## src/rtl/dispatch_decode_pkg.sv

```systemverilog
`default_nettype none
// ============================================================================
// Module      : dispatch_decode_pkg
// Description : Shared types and constants for the Tomasulo decode stage.
// Revision    : 1.0 - initial release
// ============================================================================
package dispatch_decode_pkg;

  localparam int GPR_IDX_SIZE   = 5;
  localparam int GPR_SIZE       = 64;
  localparam int IMMEDIATE_SIZE = 64;
  localparam int ROB_IDX_SIZE   = 5;

  // Index 31 reads as zero and discards writes.
  localparam logic [GPR_IDX_SIZE-1:0] GPR_XZR = '1;

  typedef logic [3:0] cond_t;
  typedef logic [3:0] nzcv_t;

  localparam cond_t COND_AL = 4'b1110;

  // Exact encoding of the architectural NOP hint.
  localparam logic [31:0] NOP_INSN = 32'hD503_201F;

  typedef enum logic [4:0] {
    OP_NOP   = 5'd0,
    OP_ADD   = 5'd1,
    OP_ADDS  = 5'd2,
    OP_SUB   = 5'd3,
    OP_SUBS  = 5'd4,
    OP_AND   = 5'd5,
    OP_ANDS  = 5'd6,
    OP_ORR   = 5'd7,
    OP_EOR   = 5'd8,
    OP_ORN   = 5'd9,
    OP_MOVZ  = 5'd10,
    OP_LDUR  = 5'd11,
    OP_STUR  = 5'd12,
    OP_BCOND = 5'd13,
    OP_CSEL  = 5'd14,
    OP_CSINC = 5'd15,
    OP_CSINV = 5'd16,
    OP_CSNEG = 5'd17,
    OP_HLT   = 5'd18,
    OP_ERROR = 5'd19
  } opcode_t;

  typedef enum logic [1:0] {
    FU_NONE = 2'd0,
    FU_ALU  = 2'd1,
    FU_LS   = 2'd2
  } fu_t;

  typedef enum logic [3:0] {
    FU_OP_PASS  = 4'd0,
    FU_OP_PLUS  = 4'd1,
    FU_OP_MINUS = 4'd2,
    FU_OP_AND   = 4'd3,
    FU_OP_ORR   = 4'd4,
    FU_OP_EOR   = 4'd5,
    FU_OP_ORN   = 4'd6,
    FU_OP_MOV   = 4'd7,
    FU_OP_BCOND = 4'd8,
    FU_OP_CSEL  = 4'd9,
    FU_OP_CSINC = 4'd10,
    FU_OP_CSINV = 4'd11,
    FU_OP_CSNEG = 4'd12
  } fu_op_t;

  typedef struct packed {
    opcode_t                   opcode;
    logic [GPR_IDX_SIZE-1:0]   src1;
    logic [GPR_IDX_SIZE-1:0]   src2;
    logic [GPR_IDX_SIZE-1:0]   dst;
    logic                      use_imm;
    logic [IMMEDIATE_SIZE-1:0] imm;
    fu_t                       fu_id;
    fu_op_t                    fu_op;
    logic                      set_nzcv;
    logic                      uses_nzcv;
    cond_t                     cond;
  } dec_pkt_t;

  // Add/sub mnemonic from the {op, S} bit pair shared by imm and reg forms.
  function automatic opcode_t arith_opcode(input logic [1:0] op_s);
    case (op_s)
      2'b00:   arith_opcode = OP_ADD;
      2'b01:   arith_opcode = OP_ADDS;
      2'b10:   arith_opcode = OP_SUB;
      default: arith_opcode = OP_SUBS;
    endcase
  endfunction

endpackage
`default_nettype wire

```

## src/rtl/dispatch_decode_decoder.sv

```systemverilog
`default_nettype none
// ============================================================================
// Module      : a64_decoder
// Description : Combinational A64 integer-subset decoder producing one
//               dispatch packet and a recognised flag per instruction word.
// Revision    : 1.0 - initial release
// ============================================================================
module a64_decoder
  import dispatch_decode_pkg::*;
(
  input  logic [31:0] i_insn,
  output logic        o_valid,
  output dec_pkt_t    o_pkt
);

  logic [GPR_IDX_SIZE-1:0] w_rd;
  logic [GPR_IDX_SIZE-1:0] w_rn;
  logic [GPR_IDX_SIZE-1:0] w_rm;
  logic [10:0]             w_op11;

  assign w_rd   = i_insn[4:0];
  assign w_rn   = i_insn[9:5];
  assign w_rm   = i_insn[20:16];
  assign w_op11 = i_insn[31:21];

  // Priority decode of the supported formats; anything else leaves o_valid low.
  always_comb begin
    o_valid       = 1'b0;
    o_pkt         = '0;
    o_pkt.opcode  = OP_ERROR;
    o_pkt.src1    = GPR_XZR;
    o_pkt.src2    = GPR_XZR;
    o_pkt.dst     = GPR_XZR;
    o_pkt.cond    = COND_AL;
    o_pkt.fu_id   = FU_ALU;
    o_pkt.fu_op   = FU_OP_PASS;

    if (i_insn == NOP_INSN) begin
      o_valid      = 1'b1;
      o_pkt.opcode = OP_NOP;
      o_pkt.fu_id  = FU_NONE;
    end else if (w_op11 == 11'b11010100010) begin
      o_valid      = 1'b1;
      o_pkt.opcode = OP_HLT;
      o_pkt.fu_id  = FU_NONE;
    end else if (i_insn[31:24] == 8'b01010100 && !i_insn[4]) begin
      // B.cond: word offset scaled to bytes, flags consumed.
      o_valid         = 1'b1;
      o_pkt.opcode    = OP_BCOND;
      o_pkt.fu_op     = FU_OP_BCOND;
      o_pkt.use_imm   = 1'b1;
      o_pkt.imm       = {{(IMMEDIATE_SIZE-21){i_insn[23]}}, i_insn[23:5], 2'b00};
      o_pkt.uses_nzcv = 1'b1;
      o_pkt.cond      = i_insn[3:0];
    end else if (i_insn[31:23] == 9'b110100101) begin
      // MOVZ: 16-bit chunk placed at one of four half-word lanes.
      o_valid       = 1'b1;
      o_pkt.opcode  = OP_MOVZ;
      o_pkt.fu_op   = FU_OP_MOV;
      o_pkt.dst     = w_rd;
      o_pkt.use_imm = 1'b1;
      o_pkt.imm     = IMMEDIATE_SIZE'(i_insn[20:5]) << {i_insn[22:21], 4'b0000};
    end else if (w_op11 == 11'b11111000010 || w_op11 == 11'b11111000000) begin
      // LDUR/STUR: the LS unit adds the signed offset to the base register.
      o_valid       = 1'b1;
      o_pkt.fu_id   = FU_LS;
      o_pkt.fu_op   = FU_OP_PLUS;
      o_pkt.src1    = w_rn;
      o_pkt.use_imm = 1'b1;
      o_pkt.imm     = {{(IMMEDIATE_SIZE-9){i_insn[20]}}, i_insn[20:12]};
      if (i_insn[22]) begin
        o_pkt.opcode = OP_LDUR;
        o_pkt.dst    = w_rd;
      end else begin
        o_pkt.opcode = OP_STUR;
        o_pkt.src2   = w_rd;
      end
    end else if (i_insn[31] && i_insn[28:22] == 7'b1000100) begin
      // ADD/ADDS/SUB/SUBS immediate; bit 30 selects subtract, bit 29 flags.
      o_valid        = 1'b1;
      o_pkt.opcode   = arith_opcode(i_insn[30:29]);
      o_pkt.fu_op    = i_insn[30] ? FU_OP_MINUS : FU_OP_PLUS;
      o_pkt.set_nzcv = i_insn[29];
      o_pkt.src1     = w_rn;
      o_pkt.dst      = w_rd;
      o_pkt.use_imm  = 1'b1;
      o_pkt.imm      = IMMEDIATE_SIZE'(i_insn[21:10]);
    end else if (i_insn[31] && i_insn[28:21] == 8'b01011000) begin
      // ADD/ADDS/SUB/SUBS register; the shift amount field is not honoured.
      o_valid        = 1'b1;
      o_pkt.opcode   = arith_opcode(i_insn[30:29]);
      o_pkt.fu_op    = i_insn[30] ? FU_OP_MINUS : FU_OP_PLUS;
      o_pkt.set_nzcv = i_insn[29];
      o_pkt.src1     = w_rn;
      o_pkt.src2     = w_rm;
      o_pkt.dst      = w_rd;
    end else begin
      case (w_op11)
        11'b10001010000: begin
          o_valid      = 1'b1;
          o_pkt.opcode = OP_AND;
          o_pkt.fu_op  = FU_OP_AND;
        end
        11'b10101010000: begin
          o_valid      = 1'b1;
          o_pkt.opcode = OP_ORR;
          o_pkt.fu_op  = FU_OP_ORR;
        end
        11'b11001010000: begin
          o_valid      = 1'b1;
          o_pkt.opcode = OP_EOR;
          o_pkt.fu_op  = FU_OP_EOR;
        end
        11'b11101010000: begin
          o_valid        = 1'b1;
          o_pkt.opcode   = OP_ANDS;
          o_pkt.fu_op    = FU_OP_AND;
          o_pkt.set_nzcv = 1'b1;
        end
        // MVN is ORN with Rn = XZR and needs no separate handling.
        11'b10101010001: begin
          o_valid      = 1'b1;
          o_pkt.opcode = OP_ORN;
          o_pkt.fu_op  = FU_OP_ORN;
        end
        11'b10011010100: begin
          if (i_insn[11:10] == 2'b00) begin
            o_valid      = 1'b1;
            o_pkt.opcode = OP_CSEL;
            o_pkt.fu_op  = FU_OP_CSEL;
          end else if (i_insn[11:10] == 2'b01) begin
            o_valid      = 1'b1;
            o_pkt.opcode = OP_CSINC;
            o_pkt.fu_op  = FU_OP_CSINC;
          end
          o_pkt.uses_nzcv = 1'b1;
          o_pkt.cond      = i_insn[15:12];
        end
        11'b11011010100: begin
          if (i_insn[11:10] == 2'b00) begin
            o_valid      = 1'b1;
            o_pkt.opcode = OP_CSINV;
            o_pkt.fu_op  = FU_OP_CSINV;
          end else if (i_insn[11:10] == 2'b01) begin
            o_valid      = 1'b1;
            o_pkt.opcode = OP_CSNEG;
            o_pkt.fu_op  = FU_OP_CSNEG;
          end
          o_pkt.uses_nzcv = 1'b1;
          o_pkt.cond      = i_insn[15:12];
        end
        default: ;
      endcase
      // All register-register logical and conditional-select forms share
      // the Rn/Rm/Rd operand layout.
      if (o_valid) begin
        o_pkt.src1 = w_rn;
        o_pkt.src2 = w_rm;
        o_pkt.dst  = w_rd;
      end
    end
  end

endmodule
`default_nettype wire

```

## src/rtl/dispatch_decode.sv

```systemverilog
`default_nettype none
// ============================================================================
// Module      : dispatch_decode
// Description : Decode stage - registers one decoded dispatch packet per
//               consumed fetch word, with squash and back-pressure handling.
// Revision    : 1.0 - initial release
// ============================================================================
module dispatch_decode
  import dispatch_decode_pkg::*;
(
  input  logic                      in_clk,
  input  logic                      in_rst,
  input  logic                      in_stall,
  input  logic [31:0]               in_fetch_insnbits,
  input  logic                      in_fetch_done,
  input  logic                      in_reg_correction,
  output logic                      out_reg_done,
  output opcode_t                   out_reg_opcode,
  output logic [GPR_IDX_SIZE-1:0]   out_reg_src1,
  output logic [GPR_IDX_SIZE-1:0]   out_reg_src2,
  output logic [GPR_IDX_SIZE-1:0]   out_reg_dst,
  output logic                      out_reg_use_imm,
  output logic [IMMEDIATE_SIZE-1:0] out_reg_imm,
  output fu_t                       out_reg_fu_id,
  output fu_op_t                    out_reg_fu_op,
  output logic                      out_reg_set_nzcv,
  output logic                      out_reg_instr_uses_nzcv,
  output cond_t                     out_reg_cond_codes
);

  logic     w_dec_valid;
  dec_pkt_t w_dec_pkt;
  logic     w_consume;

  dec_pkt_t pkt_d;
  dec_pkt_t pkt_q;
  logic     done_d;
  logic     done_q;

  a64_decoder u_decoder (
    .i_insn  (in_fetch_insnbits),
    .o_valid (w_dec_valid),
    .o_pkt   (w_dec_pkt)
  );

  // Correction and stall both block capture; correction needs no separate
  // path since neither case loads the packet.
  assign w_consume = in_fetch_done && !in_stall && !in_reg_correction;

  // Next packet: load on a recognised word, flag OP_ERROR on an unrecognised
  // one, otherwise hold every field and drop the valid pulse.
  always_comb begin
    pkt_d  = pkt_q;
    done_d = 1'b0;
    if (w_consume) begin
      if (w_dec_valid) begin
        pkt_d  = w_dec_pkt;
        done_d = 1'b1;
      end else begin
        pkt_d.opcode = OP_ERROR;
      end
    end
  end

  // Output register with asynchronous active-low clear.
  always_ff @(posedge in_clk or negedge in_rst) begin
    if (!in_rst) begin
      pkt_q  <= '0;
      done_q <= 1'b0;
    end else begin
      pkt_q  <= pkt_d;
      done_q <= done_d;
    end
  end

  assign out_reg_done            = done_q;
  assign out_reg_opcode          = pkt_q.opcode;
  assign out_reg_src1            = pkt_q.src1;
  assign out_reg_src2            = pkt_q.src2;
  assign out_reg_dst             = pkt_q.dst;
  assign out_reg_use_imm         = pkt_q.use_imm;
  assign out_reg_imm             = pkt_q.imm;
  assign out_reg_fu_id           = pkt_q.fu_id;
  assign out_reg_fu_op           = pkt_q.fu_op;
  assign out_reg_set_nzcv        = pkt_q.set_nzcv;
  assign out_reg_instr_uses_nzcv = pkt_q.uses_nzcv;
  assign out_reg_cond_codes      = pkt_q.cond;

endmodule
`default_nettype wire

```

## config.mk

```make
export PLATFORM = sky130hd
export DESIGN_NAME = dispatch_decode
export DESIGN_NICKNAME = d
export VERILOG_FILES = /design/src/rtl/dispatch_decode_pkg.sv /design/src/rtl/dispatch_decode_decoder.sv /design/src/rtl/dispatch_decode.sv
export SDC_FILE = /design/constraint.sdc
export NUM_CORES = 1
export LEC_CHECK = 0
export ABC_CLOCK_PERIOD_IN_PS = 1000
export BUFFER_PORTS_ARGS = -buffer_cell sky130_fd_sc_hd__buf_2
export CAP_MARGIN = 10
export CORE_MARGIN = 4
export CORE_UTILIZATION = 45
export DETAILED_ROUTE_END_ITERATION = 8
export HOLD_SLACK_MARGIN = 0.06
export PLACE_DENSITY = 0.68
export SLEW_MARGIN = 10
export SYNTH_ARGS = -nofsm -noshare
export SYNTH_HDL_FRONTEND = slang
export SYNTH_SLANG_ARGS = --single-unit
```

## constraint.sdc

```tcl
create_clock -name in_clk -period 1 [get_ports in_clk]
set_input_delay 0.05 -clock in_clk [delete_from_list [all_inputs] [get_ports in_clk]]
set_output_delay 0.05 -clock in_clk [all_outputs]
set_load 0.03 [all_outputs]
```

==> flow_summary.json, run 1 <==
{
  "cts_tree": "yes",
  "worst_r2r_endpoint": "out_reg_imm[30]",
  "tightestPinTransition_ns": 0.554,
  "crit_start": "in_fetch_insnbits[29]",
  "fin_skew_ns": 0,
  "synth_nets": 682,
  "worstPathArrival_ns": 2.03,
  "final_max_slew_viol_count": 0,
  "seq_area_sq_um": 2450,
  "synth_common_cells": "dfrtp_1 (98), nand2_1 (82), a21oi_1 (72)",
  "antennaDiodeCount": 0,
  "dp_cells": 1002,
  "synth_most_common_cell": "dfrtp_1",
  "maxCapViolations": 0,
  "r2r-start": "out_reg_imm[30]",
  "start_util_pct": 46.5,
  "rr_worst_depth": 2,
  "cellLeakagePower_nw": 4.52,
  "vias": 6446,
  "hold_path.class": "input port to flip-flop",
  "yosys-top-cells-area": "dfrtp_1 (41%), mux2_4 (7.3%), a21oi_1 (6.1%), a22o_1 (5.3%), nand2_1 (5.2%)",
  "postSynthCellCount": 640,
  "whs_path_depth": 3,
  "hpwl_um": 15400,
  "max_slew_margin_pct": 62.8,
  "setup_ws_ns": -0.778,
  "layout-drive-gt1-share_pct": 54.5,
  "report.final.hold_viol_count": 0,
  "status": "finished with violations",
  "rsz0062_at_grt": "true",
  "ys.warnings.count": 0,
  "synth-edff-count": 0,
  "worstSetupEndpointType": "flip-flop",
  "synth_top_area_share_pct": 41.3,
  "cts_buffers": 9,
  "die_w_um": 123,
  "required_ns": 1.25,
  "ir_worst_vdd_uv": 1140,
  "multi_input_area_sq_um": 3750,
  "portBuffers": 134,
  "ys_seq_area_share_pct": 41.3,
  "final_nets": 932,
  "htreeDepth": 3,
  "antenna_found_initial": 0,
  "fillers": 883,
  "die-area_sq_um": 15100,
  "area_growth_pct": 58.4,
  "clk_latency_ns": 0.35,
  "cp-endpoint": "out_reg_imm[42]",
  "stdcell_area_sq_um": 9410,
  "core_area_sq_um": 12800,
  "synth_top_area_cell": "dfrtp_1",
  "powerDensity_nw_per_um2": 942,
  "clockBufferDepth": 2,
  "syn_avg_cell_area_sq_um": 9.29,
  "syn-cell-area_sq_um": 5940,
  "cts.sinks": 98,
  "io_pins": 135,
  "final_antenna_net_count": 0,
  "worst_setup_path_start_kind": "input port",
  "ys.flop_type": "dfrtp_1",
  "grt_overflow": 0,
  "dpl-instance-area_sq_um": 7630,
  "grt_pass1_wl_um": 34600,
  "grt_max_degree": 99,
  "finalSetupTns_ns": -69.60,
  "wl_um": 24400,
  "ys_ff_latch": 98,
  "grt_usage_pct": 29.9,
  "period_needed_ns": 1.78,
  "fmax_mhz": 563,
  "ys_types": 61,
  "drt_iter0_markers": 717,
  "path_max_fanout": 8,
  "via_per_inst": 6.04,
  "critical_path_class": "input port to flip-flop",
  "fin_crit_sh_pct": 178,
  "root_buffer": "clkbuf_16",
  "drt-pass1-iter-count": 5,
  "clk_pin_slew_ns": 0.08,
  "instances_no_fill": 1067,
  "fp.dieH_um": 123,
  "violations": "setup timing",
  "setup_viol": 99,
  "whs_ns": 0.0906,
  "globalplace.congestion": 0.928,
  "reg2reg_slack_ns": 0.03,
  "wl_per_cell_um": 22.9,
  "async_flop_share_pct": 100,
  "drc": 0,
  "utilization_pct": 73.7,
  "rows": 41,
  "grt_pass1_vias": 6313
}
## power breakdown
group          internal [mW]  leakage [nW]  switching (mW)
combinational          0.567          3.04           0.839
clock                   1.77         0.137            1.59
sequential              4.04          1.35          0.0553
total                   6.38          4.52            2.49
## state kept, by name (all words and copies together) (netlist names), 2 cells and up
signal and flops:
out_reg_cond_codes 4, out_reg_dst 5, out_reg_fu_id 2, out_reg_fu_op 4
out_reg_imm 64, out_reg_opcode 5, out_reg_src1 5, out_reg_src2 5
## critical path: stages
cell      delay [ns]
buf_12          0.12
clkinv_8        0.05
ha_4            0.16
or4bb_4         0.51
nor2_4          0.18
buf_6           0.14
buf_12          0.14
buf_12          0.13
nand2_1         0.08
a21oi_2         0.14
nor2_1          0.07
mux2_4          0.26
## how the worst min path moves through the flow
| stage | end | from | slack, ns |
|---|---|---|---|
| 2_1_floorplan | out_reg_cond_codes[0] | in_rst | -0.25 |
| 3_3_place_gp | out_reg_fu_id[0] | in_rst | 0.13 |
| 3_5_place_dp | out_reg_fu_id[1] | in_rst | 0.15 |
| 4_1_cts | out_reg_dst[2] | in_fetch_insnbits[2] | 0.08 |
| 5_1_grt | out_reg_dst[0] | in_fetch_insnbits[0] | 0.11 |
| 6_report | out_reg_dst[2] | in_fetch_insnbits[2] | 0.09 |
## kinds of logic after synthesis
logic type               synth area share (%)
adder cells (fa/ha/maj)                  1.05
buffers and inverters                    6.23
flip-flops                               41.3
AND/OR/NAND/NOR                          17.8
AO/OA/AOI/OAI                            23.3
multiplexers                             10.4
## metrics by stage
stage          setup slack, ns  power (mW)
2_1_floorplan            -1.22        4.70
3_3_place_gp             -1.27        5.34
3_5_place_dp             -1.27        5.36
4_1_cts                 -0.771        8.78
5_1_grt                 -0.821        9.12
6_report                -0.778        8.87
## layout make-up
class                           count  area share [%]
Clock inverter                      5           0.399
Multi-Input combinational cell    470            39.8
Clock buffer                       11            2.58
Tap cell                          172            2.29
Timing Repair inverter              1           0.120
Inverter                            5           0.518
Sequential cell                    98            26.1
Timing Repair Buffer              305            28.2
## layout by cell type (no fill, tap or decap), drive strengths merged, types with 11 or more instances in the layout
master / count
a21oi: 73
a22o: 36
buf: 294
clkbuf: 21
dfrtp: 98
mux2: 45
nand2: 82
nand3: 13
nor2: 57
o21a: 12
o21ai: 16
o22a: 11
o22ai: 15
## metal layers
layer / part of all wire, % / vias to the layer above / track usage (%)
met5: 0 / - / 0
met4: 3.6 / 0 / 13.6
met3: 8.7 / 70 / 6.04
met2: 48 / 385 / 46.9
met1: 40 / 3173 / 39.9
li1: - / 2818 / -
## repair_timing
action                                  4_1_cts  5_1_grt
gates cloned                                 14       11
endpoints found under the setup margin      103      118
pin swaps                                    58       51
resized for setup                           149      104
hold endpoints to repair                     98        0
setup buffers                                21       13
hold buffers                                  1        0
Note: power is estimated with default switching activity, not from simulation.
==> inputs of run 2 (changes only) <==
GPL_TIMING_DRIVEN = 0   (was unset)
==> run 2 against run 1 <==
  * The flow still finishes with violations (setup timing)
  * Critical endpoint is now out_reg_imm[48]
  * Global-route usage fell by 0.86 points
  * Register-to-register slack improved by 0.04 ns
  * Fmax fell by 8.9%
  * Routed wire length fell by 8.9%
  * Utilization fell by 6.5 points
  * Non-clock buffer count fell by 54
==> flow_summary.json, run 2 (synthesized netlist as in run 1, its figures left out) <==
{
  "setup_viol": 99,
  "grt_pass1_wl_um": 33500,
  "grt_overflow": 0,
  "root_buffer": "clkbuf_16",
  "die-area_sq_um": 15100,
  "antennaDiodeCount": 0,
  "hold_path.class": "input port to flip-flop",
  "drt-pass1-iter-count": 6,
  "wl_met3_um": 2000,
  "final_antenna_net_count": 0,
  "violations": "setup timing",
  "wl_per_cell_um": 21.9,
  "layout.cells.most_common_list": "buf_2 (98), dfrtp_1 (98), nand2_1 (81), a21oi_1 (67), buf_4 (60)",
  "tightestPinTransition_ns": 0.771,
  "wl_met2_um": 10200,
  "max_slew_margin_pct": 48.6,
  "htreeDepth": 3,
  "clk_latency_ns": 0.35,
  "worstSetupEndpointType": "flip-flop",
  "drc": 0,
  "globalplace.congestion": 0.975,
  "wl_um": 22200,
  "grt_usage_pct": 29.0,
  "status": "finished with violations",
  "portBuffers": 122,
  "die_w_um": 123,
  "cts_buffers": 9,
  "fp.dieH_um": 123,
  "worst_setup_path_start_kind": "input port",
  "clk_pin_slew_ns": 0.07,
  "setup_ws_ns": -0.952,
  "required_ns": 1.24,
  "area_growth_pct": 44.4,
  "clockBufferDepth": 2,
  "ir_worst_vdd_uv": 868,
  "wl_met1_um": 9330,
  "io_pins": 135,
  "critical_path_class": "input port to flip-flop",
  "hpwl_um": 15000,
  "cts_tree": "yes",
  "final_nets": 878,
  "worstPathArrival_ns": 2.19,
  "reg2reg_slack_ns": 0.07,
  "power_mw": 9.10,
  "via_per_inst": 6.04,
  "antenna_found_initial": 0,
  "fin_skew_ns": 0,
  "highest_layer": "met4",
  "grt_pass1_vias": 5926,
  "grt_max_degree": 55,
  "vias": 6123,
  "fillers": 1035,
  "finalSetupTns_ns": -87.27,
  "cellLeakagePower_nw": 4.16,
  "path_max_fanout": 9,
  "cts.sinks": 98,
  "powerDensity_nw_per_um2": 1060,
  "period_needed_ns": 1.95,
  "maxCapViolations": 0,
  "layout-drive-gt1-share_pct": 41.7,
  "start_util_pct": 46.5,
  "report.final.hold_viol_count": 0,
  "largest_reg_flops": 64,
  "fmax_mhz": 512,
  "rows": 41,
  "core_area_sq_um": 12800,
  "rsz0062_at_grt": "true",
  "final_max_slew_viol_count": 0,
  "drt_iter0_markers": 666,
  "fin_crit_sh_pct": 195
}
[run 2: changes by cell type in the layout (fill, tap and decap cells not counted), sizes merged]
| cell | change |
|---|---|
| buf | -93 |
| clkbuf | +34 |
| dlygate4sd3 | +5 |
| clkinv | -3 |
| bufinv | +2 |
| nor2 | +1 |
[run 2: critical path, stage by stage]
cell and delay [ns]:
clkbuf_2 0.23, nor4bb_2 0.33, nand4_1 0.17, o31a_1 0.41
a31o_4 0.31, clkinv_4 0.07, buf_12 0.16, clkbuf_16 0.17
mux2_4 0.29
[run 2: report_power, final]
group          switching [mW]  total [mW]  leakage [nW]  internal [mW]
combinational           0.786        1.26          2.66          0.474
clock                    1.53        3.74         0.151           2.21
sequential             0.0558        4.10          1.35           4.04
total                    2.37        9.10          4.16           6.73
[run 2: timing repair]
action	in CTS	in global routing
hold buffers	6	0
endpoints found under the hold margin	49	0
pin swaps	12	25
cloned	3	8
buffers inserted	28	24
endpoints found under the setup margin	100	174
gates resized for setup	89	152
[run 2: final timing paths]
| path | startpoint | to | cells after the start |
|---|---|---|---|
| setup / recovery | in_fetch_insnbits[14] | out_reg_imm[48] | 9 |
| hold / removal | in_fetch_insnbits[4] | out_reg_src2[4] | 3 |
| setup reg to reg | out_reg_imm[62] | out_reg_imm[62] | 2 |
| hold reg to reg | out_reg_use_imm | out_reg_use_imm | 1 |
| max in group asynchronous | in_rst | out_reg_imm[61] | 3 |
| min in group asynchronous | in_rst | out_reg_opcode[2] | 2 |
[run 2: per-layer routing]
| metal | vias up | GRT usage [%] |
|---|---|---|
| met5 | - | 0 |
| met4 | 0 | 11.6 |
| met3 | 74 | 4.94 |
| met2 | 345 | 45.0 |
| met1 | 2982 | 40.5 |
| li1 | 2722 | - |
[run 2: cell type report]
| cell class | instances | area (sq um) | area share, % |
|---|---|---|---|
| Sequential cell | 98 | 2450 | 28.6 |
| Multi-Input combinational cell | 471 | 3490 | 40.7 |
| Tap cell | 172 | 215 | 2.51 |
| Inverter | 5 | 36.3 | 0.423 |
| Clock inverter | 5 | 85.1 | 0.991 |
| Timing Repair Buffer | 189 | 1520 | 17.7 |
| Clock buffer | 11 | 233 | 2.71 |
| Buffer | 62 | 552 | 6.43 |
[run 2: through the flow]
step | std cells | setup slack (ns) | area (sq um) | hold WS, ns | utilization (%)
after global placement | 934 | -1.71 | 6870 | 0.326 | 53.8
after global routing | 1013 | -0.959 | 8580 | 0.0865 | 67.2
final | 1013 | -0.952 | 8580 | 0.0790 | 67.2
after floorplan | 640 | -1.22 | 6050 | -0.246 | -
after CTS | 984 | -0.973 | 7840 | 0.0707 | 61.3
after detailed placement | 935 | -1.79 | 6900 | 0.0958 | 54.0
